$ cat src/rtl/wta_disparity_select_v_if.sv
`default_nettype none
// ============================================================================
// Module      : wta_disparity_select_v_if
// Description : Cost-in / disparity-out handshake bundle for the WTA selector.
// Revision    : 1.0 - initial release
// ============================================================================
interface wta_disparity_select_v_if #(
    parameter int DISP_W = 6,
    parameter int COST_W = 16
);
    logic              cost_valid;
    logic              cost_ready;
    logic [COST_W-1:0] matching_cost;
    logic              cost_last;
    logic              disp_valid;
    logic              disp_ready;
    logic [DISP_W-1:0] disparity;
    logic [COST_W-1:0] min_cost;

    modport master (
        output cost_valid, matching_cost, cost_last, disp_ready,
        input  cost_ready, disp_valid, disparity, min_cost
    );

    modport slave (
        input  cost_valid, matching_cost, cost_last, disp_ready,
        output cost_ready, disp_valid, disparity, min_cost
    );
endinterface
`default_nettype wire

$ cat src/rtl/wta_disparity_select_v.sv
`default_nettype none
// ============================================================================
// Module      : wta_disparity_select_v
// Description : Winner-take-all disparity search over MAX_DISP costs per pixel.
// Revision    : 1.0 - initial release
// ============================================================================
module wta_disparity_select_v #(
    parameter int MAX_DISP = 64,
    parameter int DISP_W   = 6,
    parameter int COST_W   = 16
) (
    input  wire logic               clk,
    input  wire logic               rst,
    wta_disparity_select_v_if.slave bus,
    output logic                    seq_error
);

    localparam logic [0:0]        c_ST_ACCUM = 1'b0;
    localparam logic [0:0]        c_ST_HOLD  = 1'b1;
    localparam logic [DISP_W-1:0] c_LAST_D   = DISP_W'(MAX_DISP - 1);

    logic [0:0]        r_state;
    logic [DISP_W-1:0] r_d;
    logic [COST_W-1:0] r_best_cost;
    logic [DISP_W-1:0] r_best_d;
    logic              r_disp_valid;
    logic [DISP_W-1:0] r_disparity;
    logic [COST_W-1:0] r_min_cost;
    logic              r_seq_error;

    logic              w_cost_ready;
    logic              w_accept;
    logic              w_is_last;
    logic              w_take;
    logic [COST_W-1:0] w_new_cost;
    logic [DISP_W-1:0] w_new_d;

    // Ready is forced low during reset so no beat can slip in while rst is held.
    assign w_cost_ready = (r_state == c_ST_ACCUM) && !rst;
    assign w_accept     = bus.cost_valid && w_cost_ready;
    assign w_is_last    = (r_d == c_LAST_D);
    // Strict less-than keeps the lower disparity on ties.
    assign w_take       = (r_d == '0) || (bus.matching_cost < r_best_cost);
    assign w_new_cost   = w_take ? bus.matching_cost : r_best_cost;
    assign w_new_d      = w_take ? r_d : r_best_d;

    always_ff @(posedge clk or posedge rst) begin
        if (rst) begin
            r_state      <= c_ST_ACCUM;
            r_d          <= '0;
            r_best_cost  <= '0;
            r_best_d     <= '0;
            r_disp_valid <= 1'b0;
            r_disparity  <= '0;
            r_min_cost   <= '0;
            r_seq_error  <= 1'b0;
        end else begin
            case (r_state)
                c_ST_ACCUM: begin
                    if (w_accept) begin
                        r_best_cost <= w_new_cost;
                        r_best_d    <= w_new_d;
                        // Framing errors are only flagged; the internal count stays authoritative.
                        if (bus.cost_last != w_is_last) begin
                            r_seq_error <= 1'b1;
                        end
                        if (w_is_last) begin
                            r_d          <= '0;
                            r_disparity  <= w_new_d;
                            r_min_cost   <= w_new_cost;
                            r_disp_valid <= 1'b1;
                            r_state      <= c_ST_HOLD;
                        end else begin
                            r_d <= r_d + 1'b1;
                        end
                    end
                end
                c_ST_HOLD: begin
                    if (bus.disp_ready) begin
                        r_disp_valid <= 1'b0;
                        r_state      <= c_ST_ACCUM;
                    end
                end
                default: begin
                    r_state <= c_ST_ACCUM;
                end
            endcase
        end
    end

    assign bus.cost_ready = w_cost_ready;
    assign bus.disp_valid = r_disp_valid;
    assign bus.disparity  = r_disparity;
    assign bus.min_cost   = r_min_cost;
    assign seq_error      = r_seq_error;

endmodule
`default_nettype wire

$ cat src/flat_wrapper.sv
// flat-port wrapper written by rule: the top's interface ports become plain ports
module wta_disparity_select_v_flat 
#(
    parameter int MAX_DISP = 64,
    parameter int DISP_W   = 6,
    parameter int COST_W   = 16
)
  (clk, rst, seq_error, bus_cost_valid, bus_matching_cost, bus_cost_last, bus_disp_ready, bus_cost_ready, bus_disp_valid, bus_disparity, bus_min_cost);
  wta_disparity_select_v_if #(.DISP_W(DISP_W), .COST_W(COST_W)) bus_i ();
  input  wire logic clk;
  input  wire logic rst;
  output logic seq_error;
  input wire logic [$bits(bus_i.cost_valid)-1:0] bus_cost_valid;
  input wire logic [$bits(bus_i.matching_cost)-1:0] bus_matching_cost;
  input wire logic [$bits(bus_i.cost_last)-1:0] bus_cost_last;
  input wire logic [$bits(bus_i.disp_ready)-1:0] bus_disp_ready;
  output wire logic [$bits(bus_i.cost_ready)-1:0] bus_cost_ready;
  output wire logic [$bits(bus_i.disp_valid)-1:0] bus_disp_valid;
  output wire logic [$bits(bus_i.disparity)-1:0] bus_disparity;
  output wire logic [$bits(bus_i.min_cost)-1:0] bus_min_cost;
  assign bus_i.cost_valid = bus_cost_valid;
  assign bus_i.matching_cost = bus_matching_cost;
  assign bus_i.cost_last = bus_cost_last;
  assign bus_i.disp_ready = bus_disp_ready;
  assign bus_cost_ready = bus_i.cost_ready;
  assign bus_disp_valid = bus_i.disp_valid;
  assign bus_disparity = bus_i.disparity;
  assign bus_min_cost = bus_i.min_cost;
  wta_disparity_select_v #(.MAX_DISP(MAX_DISP), .DISP_W(DISP_W), .COST_W(COST_W)) u_core (.clk(clk), .rst(rst), .bus(bus_i), .seq_error(seq_error));
endmodule
$ cat config.mk
export PLATFORM = sky130hd
export DESIGN_NAME = wta_disparity_select_v_flat
export DESIGN_NICKNAME = d
export VERILOG_FILES = /design/src/rtl/wta_disparity_select_v_if.sv /design/src/rtl/wta_disparity_select_v.sv /design/src/flat_wrapper.sv
export SDC_FILE = /design/constraint.sdc
export NUM_CORES = 1
export LEC_CHECK = 0
export CAP_MARGIN = 10
export CORE_MARGIN = 5
export CORE_UTILIZATION = 48
export DETAILED_ROUTE_END_ITERATION = 7
export GPL_TIMING_DRIVEN = 0
export PLACE_DENSITY = 0.82
export SLEW_MARGIN = 10
export SYNTH_ARGS = -nofsm -noshare
export SYNTH_HDL_FRONTEND = slang
export SYNTH_SLANG_ARGS = --single-unit
export TNS_END_PERCENT = 5
$ cat constraint.sdc
create_clock -name clk -period 2.21 [get_ports clk]
set_input_delay 0.442 -clock clk [delete_from_list [all_inputs] [get_ports clk]]
set_output_delay 0.442 -clock clk [all_outputs]
set_load 0.02 [all_outputs]
## Word-level counts from Yosys, hierarchy flattened

Index checks and enable logic that the tools add are counted.

| operators by class | value |
|---|---|
| add/subtract/negate cells | 1 |
| multipliers | 0 |
| divide/modulo/power cells | 0 |
| order comparisons | 1 |
| equal/unequal tests | 5 |
| shift-type cells | 0 |
| multiplexer cells | 11 |
| bitwise logic cells | 1 |
| reductions and logical operators | 9 |

Operators with widths:

| kind | count |
|---|---|
| less-than comparator 16 bit | 1 |
| two-way mux 16 bit | 1 |
| two-way mux 6 bit | 2 |
| AND reduction 3 bit | 3 |
| adder 6 x 1 -> 6 bit, second input constant | 1 |
| == test 6 bit, second input constant | 1 |
| logical NOT 6 bit | 1 |
| two-way mux 1 bit | 6 |
| inequality test 2 x 1 -> 1 bit, second input constant | 2 |
| one-hot mux 1 bit (2 select lines) | 2 |
| logical AND 1 bit | 2 |
| inequality test 2 bit, second input constant | 1 |
| AND reduction 2 bit | 1 |
| logical NOT 1 bit | 1 |
| logical OR 1 bit | 1 |
| inequality test 1 bit | 1 |
| NOT 1 bit | 1 |

| storage, ports and cells | value |
|---|---|
| flip-flop bits (word level) | 53 |
| latch bits | 0 |
| memory bits (writable) | 0 |
| bits in read-only memories | 0 |
| input port bits | 21 |
| output and inout port bits | 25 |
| logic and storage cells | 36 |
| memories | 0 |

## Logic depth before layout (Yosys ltp)

Gate-level depths: netlist (run 1).

| logic depth | value |
|---|---|
| word-level depth | 5 |
| gate-level depth with buffers | 9 |

## Worst setup path after synthesis (run 1)

OpenSTA, ideal clock, no wires.

| timing | value |
|---|---|
| path kind | input to register |
| from | input port bus_matching_cost[4] |
| to | register u_core.r_best_cost[10] |
| setup time | 0.125 ns |
| arrival | 2.034 ns |
| data required time | 2.085 ns |
| setup slack | 0.051 ns |
| cell stages on the path | 8 |
| path through | ha_1 > a211o_1 > a21oi_1 > o21ai_1 > a211oi_2 > o21ai_2 > buf_6 > mux2_4 |

| on the way | value |
|---|---|
| word-level cells in the longest chain between the ends | 3 |

Ends and longest elaborated chain:

| what | line | source |
|---|---|---|
| from (decl) | flat_wrapper.sv:14 | `input wire logic [$bits(bus_i.matching_cost)-1:0] bus_matching_cost;` |
| less-than comparator 16 bit | wta_disparity_select_v.sv:43 | `assign w_take = (r_d == '0) \|\| (bus.matching_cost < r_best_cost);` |
| logical OR 1 bit | wta_disparity_select_v.sv:43 |  |
| two-way mux 16 bit | wta_disparity_select_v.sv:44 | `assign w_new_cost = w_take ? bus.matching_cost : r_best_cost;` |
| to (signal assigned) | wta_disparity_select_v.sv:61 | `r_best_cost <= w_new_cost;` |
| to (decl) | wta_disparity_select_v.sv:24 | `logic [COST_W-1:0] r_best_cost;` |

No other way between the ends.
A chain may end at the register's enable or synchronous reset.

## Worst setup path in the final report (run 1)

| timing | value |
|---|---|
| from | input port bus_matching_cost[4] |
| to | register u_core.r_best_cost[4] |

| on the way | value |
|---|---|
| word-level cells in the longest chain between the ends | 3 |

Ends and longest elaborated chain:

| what | line |
|---|---|
| less-than comparator 16 bit | wta_disparity_select_v.sv:43 |
| logical OR 1 bit | wta_disparity_select_v.sv:43 |
| two-way mux 16 bit * | wta_disparity_select_v.sv:44 |

Every way passes the cells marked *; elsewhere a longest branch is shown, timed or not.

==> results of run 1 <==
-- state kept, by name (all words and copies together), names as in the netlist --
register,flops
u_core.bus.disp_valid,1
u_core.bus.disparity,6
u_core.bus.min_cost,16
u_core.r_best_cost,16
u_core.r_best_d,6
u_core.r_d,6
u_core.r_state,1
u_core.seq_error,1
-- cell families (layout without fill, tap and decap cells) --
logic type                 Yosys count  in the layout  synth area share
buffers and inverters               39            102            0.0609
AOI/OAI and AO/OA                   65             65             0.166
and+or+nand+nor                     71             71             0.120
adders and majority gates           17             17            0.0767
DFF                                 53             53             0.478
muxes                               19             19            0.0884
xor gates and xnor gates             3              3           0.00947
-- per-layer routing --
metal  GRT usage  vias to the layer above  part of all wire
li1            -                     1074                 -
met1       0.259                     1162              0.40
met2       0.347                      111              0.50
met3      0.0451                       33             0.057
met4      0.0791                        0             0.040
met5           0                        -                 0
-- worst max-delay path, delay by kind of cell --
kind | cells | cell delay, ns
AOI/OAI and AO/OA | 5 | 1.01
adders and majority gates | 1 | 0.26
buffers and inverters | 3 | 0.59
muxes | 1 | 0.30
-- repair_timing --
action	CTS	global route
cloned	1	0
endpoints found under the setup margin	44	46
setup buffers	6	3
pin swaps	19	17
gates resized for setup	29	25
-- power breakdown --
group	internal (uW)	leakage [uW]	switching, uW
combinational	869	0.00100	991
clock	330	0.0000540	314
sequential	1220	0.000666	210
-- layout make-up --
cell class / count / share of cell area
Multi-Input combinational cell: 175 / 0.386
Inverter: 24 / 0.0244
Clock inverter: 2 / 0.00950
Clock buffer: 5 / 0.0187
Buffer: 15 / 0.0285
Tap cell: 72 / 0.0244
Timing Repair Buffer: 56 / 0.149
Sequential cell: 53 / 0.360
-- cell usage in the layout, fill, tap and decap left out, drive strengths merged --
master and instances:
nand2b 1, dlygate4sd2 12, o211ai 11, xnor2 3, o21ai 9, inv 24
nor4 1, nor2 6, mux2 14, nand3 7, a31oi 1, clkinv 1
clkdlybuf4s50 30, o31ai 7, bufinv 1, a211oi 3, ha 17, a21oi 12
a21boi 4, o22a 9, and2 2, a21o 3, nand4 17, clkbuf 12
or2 2, buf 19, mux2i 5, dfrtp 53, dlymetal6s2s 3, a211o 2
a22o 4, nand2 35
-- through the flow --
step	power (uW)	hold WS (ns)	area [sq um]	setup TNS (ns)	instances
2_1_floorplan	2370	0.464	2770	0	267
3_3_place_gp	2700	0.439	3310	-50.80	384
3_5_place_dp	2770	0.456	3330	-24.71	385
4_1_cts	3610	0.485	3560	-1.82	399
5_1_grt	4130	0.452	3690	-8.30	402
6_report	3940	0.454	3690	-4.92	402
-- worst max-delay path by stage --
stage                                               endpoint  slack, ns  cells past startpoint
after global placement    u_core.r_best_cost[12]$_DFFE_PP0P_      -0.61                      9
final                      u_core.r_best_cost[4]$_DFFE_PP0P_      -0.19                     10
after floorplan           u_core.r_best_cost[10]$_DFFE_PP0P_       0.05                      8
after global routing       u_core.r_best_cost[5]$_DFFE_PP0P_      -0.26                     10
after detailed placement  u_core.r_best_cost[13]$_DFFE_PP0P_      -0.66                      8
after CTS                 u_core.r_best_cost[12]$_DFFE_PP0P_      -0.10                     10
-- cell usage after synthesis (4+ instances only) --
library cell,count,area share
mux2_1,4,0.016
o211ai_1,11,0.030
o21ai_1,5,0.0090
nor2_1,6,0.0081
o22a_1,9,0.028
a21oi_1,12,0.022
buf_2,5,0.0090
nand4_1,17,0.038
a22o_1,4,0.013
dfrtp_1,53,0.48
nand3_1,7,0.013
o31ai_1,7,0.019
mux2i_1,5,0.018
clkbuf_1,7,0.0095
inv_1,23,0.031
nand2_1,35,0.047
mux2_4,10,0.054
ha_1,17,0.077
==> impl_metrics.json, run 1 <==
{
  "post-place-ws_ns": -0.656,
  "cp.arrival_ns": 2.60,
  "cts.path.max_buffers": 2,
  "hold_class": "input port to flip-flop",
  "cpMostUsedCell": "o21ai_2",
  "netlist_area_sq_mm": 0.00277,
  "fin_skew_ns": 0.00914,
  "start_util": 0.498,
  "dpl.hpwl_um": 4810,
  "status": "complete, but fails checks",
  "numCtsBuffers": 5,
  "timing.final.ws_setup_ns": -0.188,
  "areaGrowthSynthToFinish_pct": 32.9,
  "ys_async_sr_fraction": 1.00,
  "ir_worst_vdd_v": 0.000551,
  "coreArea_sq_mm": 0.00557,
  "worst-setup-path-type": "input port to flip-flop",
  "antenna_found_initial": 0,
  "cts-root-buf": "clkbuf_8",
  "die_area_sq_mm": 0.00740,
  "postSynthNetCount": 305,
  "cts.htree.levels": 2,
  "numPortBuffers": 45,
  "holdBufCountCts": 0,
  "die_h_um": 86.0,
  "synth_flop_cell": "dfrtp_1",
  "final_nets": 368,
  "drive_gt1_frac": 0.197,
  "die_w_um": 86.0,
  "ys_seq_area_frac": 0.478,
  "drv_cap": 0,
  "nFillCells": 417,
  "worstReg2RegStart": "u_core.r_best_cost[4]$_DFFE_PP0P_",
  "vias_per_cell": 5.92,
  "min_from": "bus_matching_cost[12]",
  "cp_slowest_cell": "a211o_1",
  "routed_wl_um": 8050,
  "worstMarginPinSlew_ns": 0.607,
  "ys_ff_latch": 53,
  "critPathLaunchType": "input port",
  "antenna_cells": 0,
  "leakagePower_uw": 0.00172,
  "hold_depth": 2,
  "reg2reg_to": "u_core.r_best_cost[4]$_DFFE_PP0P_",
  "final-hold-violation-count": 0,
  "drtAntennaViolNets": 0,
  "fin_crit_ns": 2.40,
  "worstPathRequired_ns": 2.41,
  "whs_endpoint": "u_core.r_best_cost[12]$_DFFE_PP0P_",
  "final_core_util": 0.661,
  "gr-total-overflow": 0,
  "rsz0062_at_grt": "yes",
  "clock_latency_ns": 0.31,
  "synth.distinct_cells": 36,
  "synth_cells": 267,
  "cp_cell_sequence": "dlygate4sd2_1 > ha_4 > a211o_1 > a21oi_2 > o21ai_2 > a211oi_4 > o21ai_2 > buf_4 > buf_6 > mux2_4",
  "cts_tree": "built",
  "wl_per_cell_um": 20.0,
  "yosysWarnings": 0,
  "slew_headroom": 0.595,
  "dr.pass1.iters": 4,
  "avgSynthCellArea_sq_um": 10.4,
  "startpoint": "bus_matching_cost[4]",
  "ios": 46,
  "rows": 27,
  "grt_pass1_vias": 2459,
  "end_kind": "flip-flop",
  "drv_slew": 0,
  "routabilityCongestion": 0.860,
  "setup_viol_count_final": 44,
  "critPathMaxFanout": 5,
  "synth_edf_count": 0,
  "fmax_ghz": 0.417,
  "drc": 0,
  "grt_max_degree": 33,
  "r2r_cells": 10,
  "grt_usage": 0.207,
  "clk_pin_slew_ns": 0.10,
  "reg2reg_setup_slack_ns": -0.17,
  "vias": 2380,
  "violations": "negative setup slack",
  "multi_input_area_sq_mm": 0.00142,
  "dr.first_iter.drc_count": 167,
  "seq_area_sq_mm": 0.00133,
  "clock-sinks": 53,
  "grt_pass1_wl_um": 12200,
  "p_per_area_mw_per_mm2": 1070,
  "fin_crit_sh": 1.09,
  "max_stage_delay_ns": 0.31
}
Note: power is estimated with default switching activity, not from simulation.
==> inputs of run 2 (changes only) <==
==> constraint.sdc (replaced) <==
create_clock -name clk -period 2.21 [get_ports clk]
set_input_delay 0.3315 -clock clk [delete_from_list [all_inputs] [get_ports clk]]
set_output_delay 0.3315 -clock clk [all_outputs]
set_load 0.02 [all_outputs]
==> impl_metrics.json, run 2 (synthesized netlist as in run 1, its figures left out) <==
{
  "status": "complete, but fails checks",
  "violations": "negative setup slack",
  "routabilityCongestion": 0.860,
  "vias": 2413,
  "power_uw": 3910,
  "slew_headroom": 0.625,
  "grt_pass1_wl_um": 11800,
  "layout_common_cells": "dfrtp_1, clkdlybuf4s50_1, nand2_1",
  "final-hold-violation-count": 0,
  "fin_crit_sh": 1.09,
  "clock_power_share": 0.165,
  "drv_cap": 0,
  "setup_viol_count_final": 44,
  "cts.path.max_buffers": 2,
  "antenna_found_initial": 0,
  "cts_tree": "built",
  "grt_busiest_layer": "met2",
  "hold_class": "input port to flip-flop",
  "antenna_cells": 0,
  "final_common_cell": "dfrtp_1",
  "critPathLaunchType": "input port",
  "drv_slew": 0,
  "fmax_ghz": 0.415,
  "die_area_sq_mm": 0.00740,
  "gr-total-overflow": 0,
  "dr.first_iter.drc_count": 212,
  "p_per_area_mw_per_mm2": 1050,
  "use_met1": 0.246,
  "die_h_um": 86.0,
  "met3_usage": 0.0423,
  "leakagePower_uw": 0.00175,
  "cp.arrival_ns": 2.61,
  "ir_worst_vdd_v": 0.000510,
  "fin_crit_ns": 2.41,
  "wl_per_cell_um": 19.3,
  "critPathMaxFanout": 7,
  "die_w_um": 86.0,
  "drc": 0,
  "grt_max_degree": 33,
  "clock_latency_ns": 0.31,
  "drive_gt1_frac": 0.196,
  "final_area_sq_mm": 0.00371,
  "start_util": 0.498,
  "clock-sinks": 53,
  "dr.pass1.iters": 5,
  "numCtsBuffers": 5,
  "routed_wl_um": 7790,
  "cts.htree.levels": 2,
  "grtUsageMet2": 0.334,
  "cellInternalPower_uw": 2420,
  "drtAntennaViolNets": 0,
  "ios": 46,
  "netSwitchingFraction": 0.381,
  "end_kind": "flip-flop",
  "timing.final.ws_setup_ns": -0.202,
  "areaGrowthSynthToFinish_pct": 33.9,
  "tns_ns": -5.31,
  "numPortBuffers": 45,
  "worstMarginPinSlew_ns": 0.562,
  "rows": 27,
  "cts-root-buf": "clkbuf_8",
  "final_nets": 370,
  "dpl.hpwl_um": 4810,
  "nFillCells": 418,
  "p_seq_frac": 0.366,
  "fin_skew_ns": 0.00855,
  "placed_cell_area_sq_mm": 0.00333,
  "clk_pin_slew_ns": 0.09,
  "combPwrFrac": 0.469,
  "worst-setup-path-type": "input port to flip-flop",
  "grt_pass1_vias": 2471,
  "worstPathRequired_ns": 2.41,
  "post-place-ws_ns": -0.545,
  "vias_per_cell": 5.97,
  "netSwitchingPower_uw": 1490,
  "rsz0062_at_grt": "yes",
  "coreArea_sq_mm": 0.00557,
  "grt_usage": 0.200
}
==> run 2: power groups by stage <==
stage	registers (uW)	logic (uW)	clock network (uW)
after floorplan	1400	966	0
after global placement	1410	1280	0
final	1430	1830	648
after global routing	1460	1970	683
after CTS	1420	1500	645
after detailed placement	1430	1340	0
==> run 2: per-stage QoR <==
stage	instances	hold WS, ns	util
after CTS	399	0.405	0.635
after global routing	404	0.368	0.666
after detailed placement	385	0.456	0.598
after floorplan	267	0.412	-
after global placement	384	0.439	0.595
final	404	0.367	0.666
==> run 2: layout make-up <==
| class | instances | area (sq um) | area share |
|---|---|---|---|
| multi-input combinational | 175 | 1420 | 0.382 |
| clock inverter | 2 | 35.0 | 0.00943 |
| sequential | 53 | 1330 | 0.357 |
| tap | 72 | 90.1 | 0.0243 |
| timing repair buffer | 58 | 584 | 0.157 |
| inverter | 24 | 90.1 | 0.0243 |
| clock buffer | 5 | 68.8 | 0.0185 |
| buffer | 15 | 101 | 0.0273 |
==> run 2: worst paths after layout <==
check                                                   startpoint                                  to  slack [ns]  depth (start not counted)
worst max register to register  u_core.r_best_cost[15]$_DFFE_PP0P_  u_core.r_best_cost[12]$_DFFE_PP0P_       -0.14                          9
worst max-delay path                          bus_matching_cost[5]  u_core.r_best_cost[15]$_DFFE_PP0P_       -0.20                          9
worst min-delay path                         bus_matching_cost[12]  u_core.r_best_cost[12]$_DFFE_PP0P_        0.37                          2
min in group asynchronous                                      rst           u_core.r_d[5]$_DFFE_PP0P_        0.39                          2
max in group asynchronous                                      rst  u_core.r_best_cost[15]$_DFFE_PP0P_        1.28                          3
worst min register to register        u_core.seq_error$_DFFE_PP0P_        u_core.seq_error$_DFFE_PP0P_        0.47                          1
==> run 2: what timing repair did <==
action,in CTS,in global routing
hold buffers,0,0
gates resized for setup,15,30
endpoints found under the setup margin,44,46
setup buffers,6,5
gates cloned,1,0
pin swaps,10,15
==> run 2: layer usage <==
layer	share of wire	up-vias
li1	-	1079
met3	0.057	41
met2	0.49	113
met4	0.037	0
met5	0	-
met1	0.42	1180
==> run 2: worst max-delay path, stage by stage <==
cell,delay (ns)
clkdlybuf4s50_1,0.44
ha_1,0.32
o211ai_1,0.34
a211oi_4,0.14
a211oi_4,0.33
o21ai_2,0.10
buf_6,0.16
buf_8,0.13
mux2_4,0.30
==> inputs of run 3 (changes only) <==
--- a/config.mk
+++ b/config.mk
@@ -5,6 +5,7 @@
 export SDC_FILE = /design/constraint.sdc
 export NUM_CORES = 1
 export LEC_CHECK = 0
+export ABC_AREA = 0
 export CAP_MARGIN = 10
 export CORE_MARGIN = 5
 export CORE_UTILIZATION = 48
==> results of run 3 <==
The final DEF is identical to that of run 2; final timing and power are the same.
